===== src/rtl/ram_arbiter_pkg.sv =====
`default_nettype none
// ============================================================================
// Module      : ram_arbiter_pkg
// Description : Shared constants for the data-RAM arbiter and its neighbours
//               (RAM geometry, arbiter state encoding, master indices).
// Revision    : 1.0 - initial release
// ============================================================================
package ram_arbiter_pkg;

    // RAM geometry shared with the RAM instance and the MEM stage
    localparam int ADDR_W_DEFAULT = 5;
    localparam int DATA_W_DEFAULT = 32;

    // Arbiter state encoding
    localparam logic [1:0] IDLE = 2'd0;
    localparam logic [1:0] OWN0 = 2'd1;
    localparam logic [1:0] OWN1 = 2'd2;

    // Master indices
    localparam logic M0 = 1'b0;
    localparam logic M1 = 1'b1;

endpackage
`default_nettype wire


===== src/rtl/ram_arbiter_rr_pick2.sv =====
`default_nettype none
// ============================================================================
// Module      : rr_pick2
// Description : Combinational 2-way round-robin picker. A lone requester wins;
//               on a tie the master that did not win last time is chosen.
// Revision    : 1.0 - initial release
// ============================================================================
module rr_pick2 (
    input  logic [1:0] req,
    input  logic       last,
    output logic [1:0] gnt
);

    // Tie goes to the master other than the previous winner
    always_comb begin
        gnt[0] = req[0] & (~req[1] | last);
        gnt[1] = req[1] & (~req[0] | ~last);
    end

endmodule
`default_nettype wire


===== src/rtl/ram_arbiter.sv =====
`default_nettype none
// ============================================================================
// Module      : ram_arbiter
// Description : Shares the single-port data RAM between m0 (CPU MEM stage) and
//               m1 (DMA/debug loader). Per-access round robin, optional locked
//               bursts of up to BURST_MAX beats, registered read return.
// Revision    : 1.0 - initial release
// ============================================================================
module ram_arbiter
    import ram_arbiter_pkg::*;
#(
    parameter int ADDR_W    = ADDR_W_DEFAULT,
    parameter int DATA_W    = DATA_W_DEFAULT,
    parameter int BURST_MAX = 4
) (
    input  logic              clk,
    input  logic              rst_n,
    input  logic              m0_req,
    input  logic              m0_we,
    input  logic              m0_lock,
    input  logic [ADDR_W-1:0] m0_addr,
    input  logic [DATA_W-1:0] m0_wdata,
    output logic              m0_gnt,
    output logic              m0_rvalid,
    output logic [DATA_W-1:0] m0_rdata,
    input  logic              m1_req,
    input  logic              m1_we,
    input  logic              m1_lock,
    input  logic [ADDR_W-1:0] m1_addr,
    input  logic [DATA_W-1:0] m1_wdata,
    output logic              m1_gnt,
    output logic              m1_rvalid,
    output logic [DATA_W-1:0] m1_rdata,
    output logic              ram_ce,
    output logic              ram_we,
    output logic [ADDR_W-1:0] ram_addr,
    output logic [DATA_W-1:0] ram_wdata,
    input  logic [DATA_W-1:0] ram_rdata
);

    // With BURST_MAX=1 every burst would end on its first beat, so lock is inert
    localparam logic       c_lock_en    = (BURST_MAX > 1);
    localparam logic [3:0] c_burst_last = 4'(BURST_MAX);

    logic [1:0] r_state;
    logic [1:0] w_state_nxt;
    logic       r_last_owner;
    logic       w_last_owner_nxt;
    logic [3:0] r_beat_cnt;
    logic [3:0] w_beat_cnt_nxt;
    logic [1:0] w_pick;
    logic [1:0] w_gnt;
    logic       w_own_req;
    logic       w_own_lock;

    rr_pick2 u_pick (
        .req  ({m1_req, m0_req}),
        .last (r_last_owner),
        .gnt  (w_pick)
    );

    // Request/lock of whichever master currently owns the RAM (OWN states only)
    assign w_own_req  = (r_state == OWN1) ? m1_req  : m0_req;
    assign w_own_lock = (r_state == OWN1) ? m1_lock : m0_lock;

    // State register: FSM state, round-robin history and burst beat counter
    always_ff @(posedge clk or negedge rst_n) begin
        if (!rst_n) begin
            r_state      <= IDLE;
            r_last_owner <= M1;
            r_beat_cnt   <= 4'd0;
        end else begin
            r_state      <= w_state_nxt;
            r_last_owner <= w_last_owner_nxt;
            r_beat_cnt   <= w_beat_cnt_nxt;
        end
    end

    // Next-state: arbitrate in IDLE, track burst length while owned
    always_comb begin
        w_state_nxt      = r_state;
        w_last_owner_nxt = r_last_owner;
        w_beat_cnt_nxt   = r_beat_cnt;
        case (r_state)
            IDLE: begin
                if (w_gnt[0]) begin
                    w_last_owner_nxt = M0;
                    if (m0_lock && c_lock_en) begin
                        w_state_nxt    = OWN0;
                        w_beat_cnt_nxt = 4'd1;
                    end
                end else if (w_gnt[1]) begin
                    w_last_owner_nxt = M1;
                    if (m1_lock && c_lock_en) begin
                        w_state_nxt    = OWN1;
                        w_beat_cnt_nxt = 4'd1;
                    end
                end
            end
            OWN0, OWN1: begin
                if (w_own_req) begin
                    w_beat_cnt_nxt = r_beat_cnt + 4'd1;
                    if (!w_own_lock || (r_beat_cnt + 4'd1 == c_burst_last)) begin
                        w_state_nxt = IDLE;
                    end
                end else begin
                    // Owner dropped its request: release after a one-cycle bubble
                    w_state_nxt = IDLE;
                end
            end
            default: w_state_nxt = IDLE;
        endcase
    end

    // Outputs: grants (none while in reset) and RAM port driven by the winner
    always_comb begin
        w_gnt = 2'b00;
        if (rst_n) begin
            case (r_state)
                IDLE:    w_gnt = w_pick;
                OWN0:    w_gnt = {1'b0, m0_req};
                OWN1:    w_gnt = {m1_req, 1'b0};
                default: w_gnt = 2'b00;
            endcase
        end
        m0_gnt    = w_gnt[0];
        m1_gnt    = w_gnt[1];
        ram_ce    = |w_gnt;
        ram_we    = 1'b0;
        ram_addr  = '0;
        ram_wdata = '0;
        if (w_gnt[0]) begin
            ram_we    = m0_we;
            ram_addr  = m0_addr;
            ram_wdata = m0_wdata;
        end else if (w_gnt[1]) begin
            ram_we    = m1_we;
            ram_addr  = m1_addr;
            ram_wdata = m1_wdata;
        end
    end

    // Read return: capture RAM data at the end of a granted read cycle
    always_ff @(posedge clk or negedge rst_n) begin
        if (!rst_n) begin
            m0_rvalid <= 1'b0;
            m1_rvalid <= 1'b0;
            m0_rdata  <= '0;
            m1_rdata  <= '0;
        end else begin
            m0_rvalid <= w_gnt[0] & ~m0_we;
            m1_rvalid <= w_gnt[1] & ~m1_we;
            if (w_gnt[0] && !m0_we) begin
                m0_rdata <= ram_rdata;
            end
            if (w_gnt[1] && !m1_we) begin
                m1_rdata <= ram_rdata;
            end
        end
    end

endmodule
`default_nettype wire


===== config.mk =====
export PLATFORM = sky130hd
export DESIGN_NAME = ram_arbiter
export DESIGN_NICKNAME = d
export VERILOG_FILES = /design/src/rtl/ram_arbiter_pkg.sv /design/src/rtl/ram_arbiter_rr_pick2.sv /design/src/rtl/ram_arbiter.sv
export SDC_FILE = /design/constraint.sdc
export NUM_CORES = 1
export LEC_CHECK = 0
export ABC_AREA = 1
export BUFFER_PORTS_ARGS = -buffer_cell sky130_fd_sc_hd__buf_4
export CAP_MARGIN = 20
export CORE_MARGIN = 1.5
export CORE_UTILIZATION = 38
export CTS_CLUSTER_DIAMETER = 50
export DETAILED_ROUTE_END_ITERATION = 12
export PLACE_DENSITY = 0.7
export SYNTH_ARGS = -nofsm -noshare
export SYNTH_HDL_FRONTEND = slang
export SYNTH_SLANG_ARGS = --single-unit

===== constraint.sdc =====
create_clock -name clk -period 5.7 [get_ports clk]
set_clock_uncertainty 0.2 [all_clocks]
set_input_delay 1.14 -clock clk [delete_from_list [all_inputs] [get_ports clk]]
set_output_delay 1.14 -clock clk [all_outputs]
set_load 0.1 [all_outputs]

=== After elaboration in Yosys (flattened, before gate mapping) ===
Index checks and enable logic that the tools add are counted.
Widths: inputs -> output; s select.

* Add/sub/neg operators: 1
* Multiply operators: 0
* Divide/modulo/power cells: 0
* Magnitude comparators: 0
* Equal/unequal tests: 8
* Shifts and indexed selects: 0
* Multiplexer cells: 25
* Bitwise gates (word level): 11
* Reductions and logical operators: 14

{| class="wikitable"
|+ Operator list
! cell !! number
|-
| $mux 32 || 2
|-
| $mux 4 || 5
|-
| $mux 2 || 7
|-
| $ne 3x3->1 const B || 4
|-
| $mux 5 || 2
|-
| $pmux 4 s2 || 1
|-
| $mux 1 || 6
|-
| $pmux 2 s3 || 1
|-
| $not 1->1 || 5
|-
| $reduce_and 5->1 || 1
|-
| $add 4x1->4 const B || 1
|-
| $and 1x1->1 || 4
|-
| $eq 4x3->1 const B || 1
|-
| $pmux 2 s2 || 1
|-
| $reduce_and 4->1 || 1
|-
| $reduce_bool 2->1 || 2
|-
| $reduce_or 2->1 || 2
|-
| $logic_not 1->1 || 3
|-
| $eq 2x1->1 const B || 1
|-
| $eq 2x2->1 const B || 1
|-
| $logic_and 1x1->1 || 2
|-
| $logic_not 2->1 || 1
|-
| $ne 2x2->1 const B || 1
|-
| $or 1x1->1 || 2
|-
| 2 further kinds || 2
|}

* Bits in registers: 73
* Latch bits: 0
* Memory bits (writable): 0
* Bits in read-only memories: 0
* Output and inout port bits: 107
* Word-level logic and storage cells: 66
* Memories: 0

=== Depth between registers and ports, before layout ===
* Word-level depth: 8
* Mapped depth: 11
* Gate-level depth less buffers: 11

=== Hierarchy ===
From an unflattened synthesis, not the netlist that was laid out.

* Cell total of the unflattened synthesis: 461
* Area, all modules: 3746.1 um2

{| class="wikitable"
|+ By module, submodules not included
! module !! instances !! cells an instance !! area an instance (um2) !! sequential area each (um2)
|-
| ram_arbiter || 1 || 457 || 3718.6 || 1828.0
|-
| rr_pick2 || 1 || 4 || 27.5 || 0.0
|}

=== Worst setup path after synthesis ===
Ideal clock, no wire load.

* Path type: input port to output port
* Start point: in rst_n
* End point: out ram_we
* Arrival: 3109 ps
* Path slack: 1251 ps
* Stages on the path: 5
* Path buffers: 1
* Path through: nand2_2 > nor2_4 > nand2_8 > buf_2 > a21oi_1

* Cells in the longest elaborated chain, start to end: 3

{| class="wikitable"
|+ Ends and longest elaborated chain
! element !! line !! RTL
|-
| from (decl) || ram_arbiter.sv:17 || <nowiki>input logic rst_n,</nowiki>
|-
| $mux 2 (*) || ram_arbiter.sv:118 || <nowiki>if (rst_n) begin</nowiki>
|-
| $mux 1 || ram_arbiter.sv:136 || <nowiki>end else if (w_gnt[1]) begin</nowiki>
|-
| $mux 1 (*) || ram_arbiter.sv:132 || <nowiki>if (w_gnt[0]) begin</nowiki>
|-
| to (decl) || ram_arbiter.sv:35 || <nowiki>output logic ram_we,</nowiki>
|}

Every way passes the cells marked *; elsewhere a longest branch is shown, timed or not.

=== Worst setup path after layout ===
* Start point: in rst_n
* End point: out ram_wdata[3]

* Cells in the longest elaborated chain, start to end: 3

{| class="wikitable"
|+ Ends and longest elaborated chain
! element !! line !! RTL
|-
| $mux 2 (*) || ram_arbiter.sv:118 ||
|-
| $mux 32 || ram_arbiter.sv:136 ||
|-
| $mux 32 (*) || ram_arbiter.sv:132 ||
|-
| to (decl) || ram_arbiter.sv:37 || <nowiki>output logic [DATA_W-1:0] ram_wdata,</nowiki>
|}

Marks and branches as above.

==> flow_metrics.tcl <==
set metrics [dict create \
    antenna_found_initial 0 \
    timing.critical_path.to_type "primary output" \
    run_status "complete, no violations" \
    clock.fmax_ghz 0.240 \
    port-buffer-count 220 \
    first_iter_violations 254 \
    cts.root.buffer_cell "clkbuf_8" \
    setup.worst_path.class "input port to primary output" \
    firstDrtPassIters 4 \
    hold_viol 0 \
    layout.nets 794 \
    timing.reg2reg.worst_path_depth 9 \
    layout_min_cycle_time_ns 4.16 \
    critical_path.startpoint_type "input port" \
    layout_worst_path_cycle_share_pct 73.0 \
    holdCritStartpoint "m1_rdata[16]" \
    routedWlPerCell_um 14.0 \
    clk_pin_slew_worst_paths_ns 0.07 \
    areaGrowthSynthToFinish_pct 46.1 \
    setup-tns-final_ns 0 \
    cts_hold_buf 0 \
    core_region_area_um2 9910 \
    design.die.area_um2 11000 \
    post_cts.repair.setup_buffers 0 \
    timing.hold.worst.class "flip-flop to flip-flop" \
    effective_utilization_at_floorplan_pct 39.7 \
    gr-usage-all-layers_pct 20.8 \
    die_h_um 105 \
    yosys.area.top_type "dfrtp_1" \
    clkSinkCount 73 \
    globalplace.congestion 0.887 \
    crit_chain "buf_4, nand2_2, nor2_4, nand2_8, inv_2, nand2_1, nand2_1, buf_4" \
    synth.cell_area_um2 3940 \
    die-width_um 105 \
    slew_at_the_pin_with_the_worst_max_slew_slack_ns 0.902 \
    drtAntennaViolNets 0 \
    synthDistinctLibCells 24 \
    cts.path.max_buffers 2 \
    synthesis.yosys.warnings 0 \
    place_hpwl_mm 8.45 \
    syn_area_per_cell_um2 8.46 \
    share_of_final_layout_standard_cells_stronger_than_drive_strength_1_pct 46.2 \
    design.portCount 221 \
    syn-num-nets 586 \
    tritoncts.num_buffers 9 \
    finalMaxSlewViolations 0 \
    route.final.wire_length_mm 11.3 \
    grt_overflow_total 0 \
    part_of_the_yosys_area_used_for_sequential_elements_pct 46.5 \
    netlist_instances 465 \
    drt_drc_violations_left 0 \
    rsz0062_at_grt "no" \
    regToRegStartpoint "r_state[0]" \
    max-cap-violations 0 \
    first_global_vias 3581 \
    slowest_stage_cell_cp "inv_2" \
    worst_ep_required_time_ns 4.36 \
    timing.hold.worst_path_depth 2 \
    synth-seq-cells 73 \
    route.vias.total 3681 \
    ys_top_cells_by_area "dfrtp_1 (46%), nand2_1 (16%), o21ai_2 (12%), nand3_1 (5.1%), inv_1 (4.6%)" \
    grt_first_pass_wirelength_mm 18.5 \
    setup_viol 0 \
    cp_num_buf_inv 3 \
    clk-insertion-delay-late_ns 0.34 \
    cts_resized 0 \
    yosysTopAreaCellShare_pct 45.8 \
    critPathTopFamily "buffers and inverters" \
    worstPathMaxFanout 45 \
    grt_start_max_net_pins 73 \
    worst_hold_path.endpoint "m1_rdata[16]" \
    mostFrequentLayoutCells "buf_4 (221), nand2_1 (170), dfrtp_1 (72)" \
    layout_commonest_cell "buf_4" \
    worstReg2RegEnd "m0_rdata[6]" \
    critical_path_arrival_ns 2.82 \
    cts-htree-levels 3 \
    antenna_cells_inserted 0 \
    detail_route.vias_per_cell 4.54 \
    worst_path_largest_cell_delay_ns 0.55 \
    slew_headroom_pct 39.9 \
    timing.reg2reg.setup_slack_ns 3.31 \
    cts_tree "yes" \
    num_rows 36 \
]
synthesized netlist by cell type:
cell type and n:
inv_1 48, nor2_8 1, nand4_1 2, a21oi_1 2, nand2_1 170, nor2_1 8, buf_4 2, o21ai_0 8
nand3_2 1, buf_6 14, o21ai_2 56, dfstp_2 1, o21ai_1 8, ha_1 7, nor2_4 3, nand2_4 2
nand2_8 1, nor2_2 1, nand3_1 40, inv_4 2, inv_2 4, buf_2 8, dfrtp_1 72, nand2_2 4
area by class of cell:
class / count / area (µm²)
inverter: 54 / 208
clock buffer: 9 / 124
sequential: 73 / 1830
multi-input combinational: 314 / 1690
tap: 133 / 166
timing repair buffer: 221 / 1660
fill: 930 / 4160
clock inverter: 7 / 76.3
registers in the layout (all words and copies together) (netlist names):
| register | count |
|---|---|
| r_beat_cnt | 4 |
| m1_rvalid | 1 |
| m1_rdata | 32 |
| m0_rvalid | 1 |
| m0_rdata | 32 |
| r_state | 2 |
| r_last_owner | 1 |
routing by layer:
layer	GRT usage, %	share of wire [%]
met4	3.42	1.2
met3	7.17	7.8
met1	28.1	43
met2	32.9	48
met5	0	0
stage by stage:
step	hold slack, ns	std cells	utilization, %	cell area [µm²]	setup WS [ns]
CTS	0.291	811	58.0	5750	1.57
detailed placement	0.271	795	56.0	5550	1.57
global route	0.317	811	58.0	5750	1.41
finish	0.287	811	58.0	5750	1.54
floorplan	0.287	465	-	3940	1.25
global placement	0.265	795	56.0	5550	1.60
worst register-to-register path, stage by stage (launching register included):
cell and delay [ns]:
dfrtp_1 0.40, inv_1 0.10, ha_1 0.22, nand2_1 0.11, nand2_4 0.08, nand2_8 0.25, nor2_8 0.07, inv_4 0.55
nand2_1 0.24, o21ai_2 0.10
how the worst max path moves through the flow:
stage / startpoint / end / slack [ns] / depth (start not counted)
final: rst_n / ram_wdata[3] / 1.54 / 8
after global routing: rst_n / ram_wdata[3] / 1.41 / 8
after CTS: rst_n / ram_wdata[9] / 1.57 / 8
after detailed placement: rst_n / ram_wdata[9] / 1.57 / 8
after global placement: rst_n / ram_wdata[27] / 1.60 / 8
after floorplan: rst_n / ram_we / 1.25 / 5
logic make-up (layout without fill, tap and decap cells):
family / Yosys count / after routing / share of synthesized area, %
simple gates: 233 / 233 / 25.9
buf+inv: 78 / 291 / 10.7
compound gates: 74 / 74 / 14.8
flops: 73 / 73 / 46.5
fa+ha+maj: 7 / 7 / 2.23
Power is left out: the tool's default activity adds up to more than one toggle a clock period on the data nets, which glitch-free logic cannot reach.
